## config.mk

```make
export PLATFORM = sky130hd
export DESIGN_NAME = multdiv_unit
export DESIGN_NICKNAME = d
export VERILOG_FILES = /design/src/rtl/multdiv_unit_pkg.sv /design/src/rtl/multdiv_unit_addsub33.sv /design/src/rtl/multdiv_unit.sv
export SDC_FILE = /design/constraint.sdc
export NUM_CORES = 1
export LEC_CHECK = 0
export ABC_AREA = 0
export CAP_MARGIN = 0
export CORE_MARGIN = 2
export CORE_UTILIZATION = 25
export DETAILED_ROUTE_END_ITERATION = 8
export PLACE_DENSITY = 0.48
export SYNTH_ARGS = -nofsm -noshare
export SYNTH_HDL_FRONTEND = slang
export SYNTH_HIERARCHICAL = 1
export SYNTH_SLANG_ARGS = --single-unit
```

## constraint.sdc

```tcl
create_clock -name clock -period 16.8 [get_ports clock]
set_clock_uncertainty 0.05 [all_clocks]
set_input_delay 1.68 -clock clock [delete_from_list [all_inputs] [get_ports clock]]
set_output_delay 1.68 -clock clock [all_outputs]
set_load 0.005 [all_outputs]
```

## src/rtl/multdiv_unit_pkg.sv

```systemverilog
// Shared constants and state encoding for the iterative multiply/divide unit.
package multdiv_unit_pkg;

  localparam int WIDTH   = 32;
  localparam int LATENCY = WIDTH + 1;
  localparam int CW      = $clog2(WIDTH);

  localparam logic [WIDTH-1:0] INT_MIN = 32'h8000_0000;

  typedef enum logic [1:0] {
    IDLE = 2'd0,
    MULT = 2'd1,
    DIV  = 2'd2,
    DONE = 2'd3
  } state_t;

endpackage

```

## src/rtl/multdiv_unit_addsub33.sv

```systemverilog
// 33-bit ripple add/subtract built from gate-level full-adder slices.
// With sub=1 the b operand is inverted and the carry-in is forced to one.
module addsub33 (
  input  logic [32:0] a,
  input  logic [32:0] b,
  input  logic        sub,
  output logic [32:0] sum
);

  logic [32:0] bx;
  logic [32:0] carry;

  assign carry[0] = sub;

  for (genvar i = 0; i < 33; i++) begin : g_slice
    assign bx[i]  = b[i] ^ sub;
    assign sum[i] = a[i] ^ bx[i] ^ carry[i];
  end

  for (genvar i = 0; i < 32; i++) begin : g_carry
    assign carry[i+1] = (a[i] & bx[i]) | (carry[i] & (a[i] ^ bx[i]));
  end

endmodule

```

## src/rtl/multdiv_unit.sv

```systemverilog
// Iterative signed 32-bit multiply/divide unit, one bit per clock.
// acc/lo form a 65-bit shift pair: product high/low for multiply,
// remainder/dividend-quotient for divide. One shared add/sub does both.
module multdiv_unit
  import multdiv_unit_pkg::*;
(
  input  logic             clock,
  input  logic             reset,
  input  logic [WIDTH-1:0] data_operandA,
  input  logic [WIDTH-1:0] data_operandB,
  input  logic             ctrl_MULT,
  input  logic             ctrl_DIV,
  output logic [WIDTH-1:0] data_result,
  output logic             data_exception,
  output logic             data_resultRDY
);

  state_t          state;
  logic [CW-1:0]   count;
  logic [32:0]     acc;
  logic [31:0]     lo;
  logic [32:0]     operand;
  logic            isDiv;
  logic            negQ;
  logic            divZero;
  logic            divOvf;

  logic            start;
  logic            lastStep;
  logic [31:0]     absA;
  logic [31:0]     absB;
  logic [32:0]     asA;
  logic            asSub;
  logic [32:0]     asSum;
  logic [32:0]     mulSum;
  logic [63:0]     product;
  logic [32:0]     prodHigh;
  logic [31:0]     finalRes;
  logic            finalExc;

  assign start    = ctrl_MULT | ctrl_DIV;
  assign lastStep = (count == CW'(WIDTH - 1));
  assign absA     = data_operandA[31] ? (~data_operandA + 32'd1) : data_operandA;
  assign absB     = data_operandB[31] ? (~data_operandB + 32'd1) : data_operandB;
  assign mulSum   = lo[0] ? asSum : acc;
  assign product  = {acc[31:0], lo};
  assign prodHigh = product[63:31];

  addsub33 u_addsub (
    .a   (acc_sel_a()),
    .b   (operand),
    .sub (asSub),
    .sum (asSum)
  );

  function automatic logic [32:0] acc_sel_a();
    return asA;
  endfunction

  // Adder input select: accumulate (subtract on the sign step) or trial subtract.
  always_comb begin
    asA   = acc;
    asSub = lastStep;
    if (state == DIV) begin
      asA   = {acc[31:0], lo[31]};
      asSub = 1'b1;
    end
  end

  // Final result and exception computed from the iteration registers.
  always_comb begin
    finalRes = product[31:0];
    finalExc = !((&prodHigh) | (~|prodHigh));
    if (isDiv) begin
      if (divZero) begin
        finalRes = '0;
        finalExc = 1'b1;
      end else begin
        finalRes = negQ ? (~lo + 32'd1) : lo;
        finalExc = divOvf;
      end
    end
  end

  // Control FSM and datapath: start anywhere restarts, DONE registers outputs.
  always_ff @(posedge clock) begin
    if (reset) begin
      state          <= IDLE;
      count          <= '0;
      acc            <= '0;
      lo             <= '0;
      operand        <= '0;
      isDiv          <= 1'b0;
      negQ           <= 1'b0;
      divZero        <= 1'b0;
      divOvf         <= 1'b0;
      data_result    <= '0;
      data_exception <= 1'b0;
      data_resultRDY <= 1'b0;
    end else begin
      data_resultRDY <= 1'b0;
      if (start) begin
        count <= '0;
        acc   <= '0;
        isDiv <= !ctrl_MULT;
        if (ctrl_MULT) begin
          state   <= MULT;
          operand <= {data_operandA[31], data_operandA};
          lo      <= data_operandB;
        end else begin
          state   <= DIV;
          operand <= {1'b0, absB};
          lo      <= absA;
          negQ    <= data_operandA[31] ^ data_operandB[31];
          divZero <= (data_operandB == '0);
          divOvf  <= (data_operandA == INT_MIN) && (data_operandB == '1);
        end
      end else begin
        case (state)
          MULT: begin
            acc   <= {mulSum[32], mulSum[32:1]};
            lo    <= {mulSum[0], lo[31:1]};
            count <= count + CW'(1);
            if (lastStep) state <= DONE;
          end
          DIV: begin
            if (!asSum[32]) begin
              acc <= asSum;
              lo  <= {lo[30:0], 1'b1};
            end else begin
              acc <= {acc[31:0], lo[31]};
              lo  <= {lo[30:0], 1'b0};
            end
            count <= count + CW'(1);
            if (lastStep) state <= DONE;
          end
          DONE: begin
            data_result    <= finalRes;
            data_exception <= finalExc;
            data_resultRDY <= 1'b1;
            state          <= IDLE;
          end
          default: state <= IDLE;
        endcase
      end
    end
  end

endmodule

```

# After elaboration in Yosys (flattened, before gate mapping)
# Index checks and enable logic that the tools add are counted.
# op_classes
muxes	22
eq_ne	7
n_reduce_logical	13
add_sub_neg	4
n_bitwise	203
# op_table
cell	count
32-bit 2-to-1 mux	7
33-bit 2-to-1 mux	4
1-bit XOR	100
32-bit by 1-bit adder with 32-bit output (second input constant)	3
32-bit NOT	3
33-bit one-hot mux with 2 select lines	1
1-bit bitwise AND	64
32-bit == test (second input constant)	2
32-bit one-hot mux with 2 select lines	1
1-bit bitwise OR	34
33-bit AND reduction	1
33-bit OR reduction	1
32-bit zero test	1
2-bit 2-to-1 mux	4
5-bit by 1-bit adder with 5-bit output (second input constant)	1
5-bit == test (second input constant)	1
1-bit 2-to-1 mux	5
2-bit == test (second input constant)	2
2-bit AND reduction	2
2-bit OR reduction	2
1-bit zero test	3
3-bit by 1-bit inequality test with 1-bit output (second input constant)	1
3-bit nonzero test	1
2-bit by 1-bit == test with 1-bit output (second input constant)	1
3 further kinds	4
# word_totals
inputBits	68
elab_cells	261
register_bits	143
out_inout_bits	34

# Longest topological paths before layout
# depth
depth_word	72
depth_mapped	50
ltp_nobuf	45

# Hierarchy
# Netlist, hierarchy kept.
# modules_own_cells
mod	area_per_inst_um2	seq_area_each_um2	cells_per_inst	n_inst
multdiv_unit	10020.9	2862.7	1281	1
addsub33	1233.7	0.0	133	1

# Worst setup path before layout
# Ideal clock, no wire load.
# synth_timing
path_type	reg2reg
startpoint	reg state[0]
endpoint	reg acc[10]
setup_ps	128
t_required_ps	16622
arrival_time_ps	15311
path_slack_ps	1311
path_buffers	7
period_less_slack_ps	15489
path_stages_with_launch	51
path_cell_list	dfxtp_1 inv_1 ha_1 buf_1 buf_1 clkbuf_1 or2_2 buf_6 buf_8 xnor2_1 fa_1 inv_1 fa_1 inv_1 fa_1 fa_1 fa_1 fa_1 (+15 left out) fa_1 fa_1 fa_1 fa_1 fa_1 fa_1 fa_1 fa_1 fa_1 fa_1 xnor2_1 xnor2_1 clkbuf_1 buf_1 mux2i_1 a211oi_1 a21oi_1 nor2_1
# synth_via
elab_chain_len	71
elab_cells_between_ends	173
classes_between	eq/ne (2); mux (5); bitwise (165); reduce/logical (1)
# synth_lines
item	line_no	rtl
from (decl)	multdiv_unit.sv:18	state_t state;
from (signal assigned)	multdiv_unit.sv:88	state <= IDLE;
from (signal assigned)	multdiv_unit.sv:107	state <= MULT;
from (signal assigned)	multdiv_unit.sv:111	state <= DIV;
2-bit == test *	multdiv_unit.sv:64	if (state == DIV) begin
1-bit 2-to-1 mux *	multdiv_unit.sv:64	
net asSub	multdiv_unit.sv:33	logic asSub;
1-bit XOR	multdiv_unit_addsub33.sv:16	assign bx[i] = b[i] ^ sub;
1-bit XOR	multdiv_unit_addsub33.sv:21	assign carry[i+1] = (a[i] & bx[i]) | (carry[i] & (a[i] ^ bx[i]));
1-bit bitwise AND	multdiv_unit_addsub33.sv:21	
1-bit bitwise OR	multdiv_unit_addsub33.sv:21	
1-bit bitwise AND	multdiv_unit_addsub33.sv:21	
(+57 left out)	--	
1-bit bitwise AND	multdiv_unit_addsub33.sv:21	
1-bit bitwise OR	multdiv_unit_addsub33.sv:21	
1-bit bitwise AND	multdiv_unit_addsub33.sv:21	
1-bit bitwise OR	multdiv_unit_addsub33.sv:21	
1-bit XOR *	multdiv_unit_addsub33.sv:17	assign sum[i] = a[i] ^ bx[i] ^ carry[i];
net asSum[32]	multdiv_unit.sv:34	logic [32:0] asSum;
33-bit 2-to-1 mux *	multdiv_unit.sv:127	if (!asSum[32]) begin
33-bit one-hot mux with 2 select lines *	multdiv_unit.sv:119	case (state)
to (signal assigned)	multdiv_unit.sv:121	acc <= {mulSum[32], mulSum[32:1]};
to (signal assigned)	multdiv_unit.sv:128	acc <= asSum;
to (signal assigned)	multdiv_unit.sv:131	acc <= {acc[31:0], lo[31]};
to (decl)	multdiv_unit.sv:20	logic [32:0] acc;
# The timed path passes the listed nets; every way through them passes the cells marked *.
# A chain may end at the register's enable or synchronous reset.

# Worst setup path after layout
# layout_timing
startpoint	reg count[0]
endpoint	reg acc[18]
# layout_via
elab_chain_len	71
elab_cells_between_ends	170
classes_between	eq/ne (1); mux (4); bitwise (165)
# layout_lines
item	line_no	rtl
from (decl)	multdiv_unit.sv:19	logic [CW-1:0] count;
from (signal assigned)	multdiv_unit.sv:123	count <= count + CW'(1);
from (signal assigned)	multdiv_unit.sv:134	count <= count + CW'(1);
5-bit == test *	multdiv_unit.sv:42	assign lastStep = (count == CW'(WIDTH - 1));
1-bit 2-to-1 mux *	multdiv_unit.sv:64	
net asSub	multdiv_unit.sv:33	
1-bit XOR	multdiv_unit_addsub33.sv:16	
1-bit XOR	multdiv_unit_addsub33.sv:21	
1-bit bitwise AND	multdiv_unit_addsub33.sv:21	
1-bit bitwise OR	multdiv_unit_addsub33.sv:21	
1-bit bitwise AND	multdiv_unit_addsub33.sv:21	
(+57 left out)	--	
1-bit bitwise AND	multdiv_unit_addsub33.sv:21	
1-bit bitwise OR	multdiv_unit_addsub33.sv:21	
1-bit bitwise AND	multdiv_unit_addsub33.sv:21	
1-bit bitwise OR	multdiv_unit_addsub33.sv:21	
1-bit XOR *	multdiv_unit_addsub33.sv:17	
net asSum[32]	multdiv_unit.sv:34	
33-bit 2-to-1 mux *	multdiv_unit.sv:127	
33-bit one-hot mux with 2 select lines *	multdiv_unit.sv:119	
# Marks and branches as above.

==> run_results.csv <==
group,metric,value,unit
clocking,post_cts_resized,0,
power_and_ir_drop,p_leak,4.32,nW
sta,timing.final.crit_period,14.99,ns
setup_path,worst_setup_path_end_kind,"register",
power_and_ir_drop,pwr_density_cell,72.9,nW/um^2
floorplanning,area_of_the_core_region,44300,um^2
synthesis,ys_dominant_reg_cell,"sky130_fd_sc_hd__dfxtp_1",
grt,grt_start_max_net_pins,76,
floorplanning,placementRows,77,
outcome,status,"completed",
grt,gr_overflow_total,0,
synthesis,synth-compound-area-share,0.245,
power_and_ir_drop,p_switching,0.310,mW
sta,setup_total_negative_slack,0,ns
synthesis,synth.mux.area_fraction,0.0884,
power_and_ir_drop,internal_power,0.652,mW
synthesis,synth-seq-area-share,0.254,
synthesis,synth_top_family_by_area,"compound AO/OA/AOI/OAI gates",
synthesis,ys_ff_latch,143,
power_and_ir_drop,irDropWorstVdd,0.0000716,V
synthesis,post_synthesis_instance_area,11300,um^2
clocking,cts_root_buffer,"sky130_fd_sc_hd__clkbuf_16",
synthesis,synth.net_count,1522,
setup_path,cp_launch_type,"register",
sta,grt_setup_unrepaired,"false",
setup_path,crit_type,"register to register",
setup_path,critical-path-max-stage-delay,0.43,ns
sta,max_freq,0.0667,GHz
setup_path,dominant_cell_type_by_count_on_the_critical_path,"sky130_fd_sc_hd__fa_1",
cells_and_area,final_layout_size_suffix_gt1_frac,0.0855,
setup_path,critPathBufInv,3,
setup_path,cell_type_of_the_slowest_stage_on_the_worst_timing_path,"sky130_fd_sc_hd__fa_1",
setup_path,crit_fanout,22,
synthesis,synthXorXnorAreaFrac,0.0754,
synthesis,synthesis.area_per_instance,7.96,um^2
detailed_routing,drc,0,
synthesis,synthCells,1414,
cells_and_area,area_overhead_of_the_layout_relative_to_synthesis,17.3,%
floorplanning,initial_core_util,0.254,
grt,first_global_vias,10464,
synthesis,post_synth_fa_ha_maj_area_fraction,0.0651,
cells_and_area,nFillCells,4862,
sta,timing.final.setup_violations,0,
setup_path,worst-r2r-setup-slack,1.81,ns
sta,worst_pin_slew,1.01,ns
place,dp.final_hpwl,27.8,mm
sta,relSlewSlack,0.325,
clocking,post_cts.repair.setup_buffers,0,
synthesis,synth_async_sr_flop_share,0,
power_and_ir_drop,power.share.switching,0.322,
clocking,cts_inserted_buffers,17,
clocking,cts-hold-fix-buffers,0,
cells_and_area,layout.cells.most_common,"sky130_fd_sc_hd__dfxtp_1",
clocking,clkTransAtPathRegs,0.06,ns
floorplanning,floorplan.io_pins,102,
run,cap_viol_max_count,0,
synthesis,ys.warnings.count,6,
floorplanning,dieHeight,216,um
floorplanning,die_w,216,um
clocking,clock_latency,0.45,ns
synthesis,count_of_flip_flops_with_a_built_in_enable_after_synthesis,0,
detailed_routing,routed_wire_length_per_instance,19.4,um
power_and_ir_drop,comb_power_share,0.219,
sta,layout_worst_path_cycle_share,0.892,
synthesis,post_synth_and_or_nand_nor_area_fraction,0.196,
sta,holdWs,0.399,ns
power_and_ir_drop,sequentialPowerShare,0.390,
clocking,cts_buffer_depth,2,
setup_path,critical_path.top_delay_family,"adder cells",
detailed_routing,drt-initial-drc-count,798,
place,final_estimated_routing_congestion_in_global_placement,0.846,
detailed_routing,wl,39.4,mm
power_and_ir_drop,pwr-share-clk,0.390,
detailed_routing,drtPass1Iterations,5,
grt,track_usage,0.168,
sta,drv_slew,0,
cells_and_area,final_net_count,1534,
synthesis,netlist-cell-type-count,70,
clocking,number_of_h_tree_levels,4,
place,total_of_buffers_placed_on_input_and_output_ports,101,
detailed_routing,via_count,10665,
floorplanning,die_area,46700,um^2
sta,fin_hold_viols,0,
grt,initial_antenna_violation_count,2,
setup_path,timing.critical_path.arrival,15.25,ns
clocking,clkSinkCount,143,
detailed_routing,ant_nets,0,
min_path,hold_class,"register to register",
grt,grt_pass1_wl,61.3,mm
setup_path,worst_ep_required_time,17.06,ns
detailed_routing,vias_per_cell,5.25,
clocking,tritoncts,"done",
cells_and_area,final_cell_mix,"sky130_fd_sc_hd__dfxtp_1, sky130_fd_sc_hd__nor2_1, sky130_fd_sc_hd__a21oi_1",
[layout make-up]
type	instances	area, um^2	share of cell area
tap	592	741	0.0561
clock buffer	22	474	0.0359
sequential	143	2860	0.217
antenna	2	5.00	0.000379
inverter	82	308	0.0233
timing repair buffer	122	1160	0.0876
clock inverter	10	87.6	0.00663
multi-input combinational	1060	7570	0.573
[tightest hold or removal path, cell delays in order (launching register included)]
cell and delay [ns]:
sky130_fd_sc_hd__dfxtp_1 0.31, sky130_fd_sc_hd__nand2_1 0.05, sky130_fd_sc_hd__o21ai_1 0.05
[kinds of logic after synthesis]
group                      Yosys count
adders and majority gates           40
muxes                               94
DFF                                143
and+or+nand+nor                    421
buffers and inverters              211
xor gates and xnor gates            96
AOI/OAI and AO/OA                  409
[per-stage QoR]
stage | total power [mW] | area, um^2 | instances | worst slack, ns | utilization
after floorplan | 0.517 | 11300 | 1414 | 1.31 | -
after global placement | 0.592 | 12600 | 1999 | 1.95 | 0.285
after detailed placement | 0.593 | 12600 | 1999 | 1.86 | 0.285
after CTS | 0.973 | 13200 | 2031 | 1.77 | 0.298
after global routing | 1.01 | 13200 | 2033 | 1.21 | 0.298
final | 0.962 | 13200 | 2033 | 1.81 | 0.298
[cell usage after synthesis, types with 17 or more instances]
library cell                 n  share of area
sky130_fd_sc_hd__dfxtp_1   143           0.25
sky130_fd_sc_hd__nor2_1    109          0.036
sky130_fd_sc_hd__a21oi_1    99          0.044
sky130_fd_sc_hd__clkbuf_1   96          0.032
sky130_fd_sc_hd__a211oi_1   88          0.059
sky130_fd_sc_hd__nand2_1    84          0.028
sky130_fd_sc_hd__inv_1      81          0.027
sky130_fd_sc_hd__xnor2_1    58          0.045
sky130_fd_sc_hd__mux2i_1    51          0.045
sky130_fd_sc_hd__o21ai_0    50          0.022
sky130_fd_sc_hd__mux2_2     42          0.042
sky130_fd_sc_hd__nor2b_1    41          0.023
sky130_fd_sc_hd__xor2_1     37          0.029
sky130_fd_sc_hd__fa_1       31          0.055
sky130_fd_sc_hd__buf_1      26         0.0087
sky130_fd_sc_hd__nor4_1     24          0.013
sky130_fd_sc_hd__nor3_1     23          0.010
sky130_fd_sc_hd__or4_1      22          0.015
sky130_fd_sc_hd__o41ai_1    21          0.016
sky130_fd_sc_hd__or3_1      21          0.012
sky130_fd_sc_hd__nand4_1    20          0.011
sky130_fd_sc_hd__a31oi_1    18          0.010
sky130_fd_sc_hd__nand3_1    17         0.0076
[power groups by stage]
stage	sequential, mW	combinational [mW]	clock [mW]
6_report	0.375	0.211	0.376
4_1_cts	0.376	0.211	0.387
3_5_place_dp	0.383	0.210	0
2_1_floorplan	0.370	0.147	0
3_3_place_gp	0.383	0.209	0
5_1_grt	0.378	0.232	0.402
[registers in the layout, summed over array words and instances, names as in the netlist]
| signal | cells |
|---|---|
| data_result | 32 |
| divOvf | 1 |
| count | 5 |
| operand | 33 |
| isDiv | 1 |
| divZero | 1 |
| data_exception | 1 |
| negQ | 1 |
| acc | 33 |
| lo | 32 |
| data_resultRDY | 1 |
| state | 2 |
[per-layer routing]
metal	up-vias	part of all wire	global-route usage
li1	5176	-	-
met1	5163	0.46	0.222
met2	272	0.47	0.273
met3	54	0.043	0.0303
met4	0	0.026	0.0566
met5	-	0	0
[final timing paths]
| path | to | startpoint | cells past startpoint |
|---|---|---|---|
| max | acc[18] | count[0] | 45 |
| min reg2reg | data_result[16] | data_result[16] | 2 |
| min | data_result[16] | data_result[16] | 2 |
| max reg2reg | acc[18] | count[0] | 45 |
No activity file was read; power rests on OpenSTA's default activity.
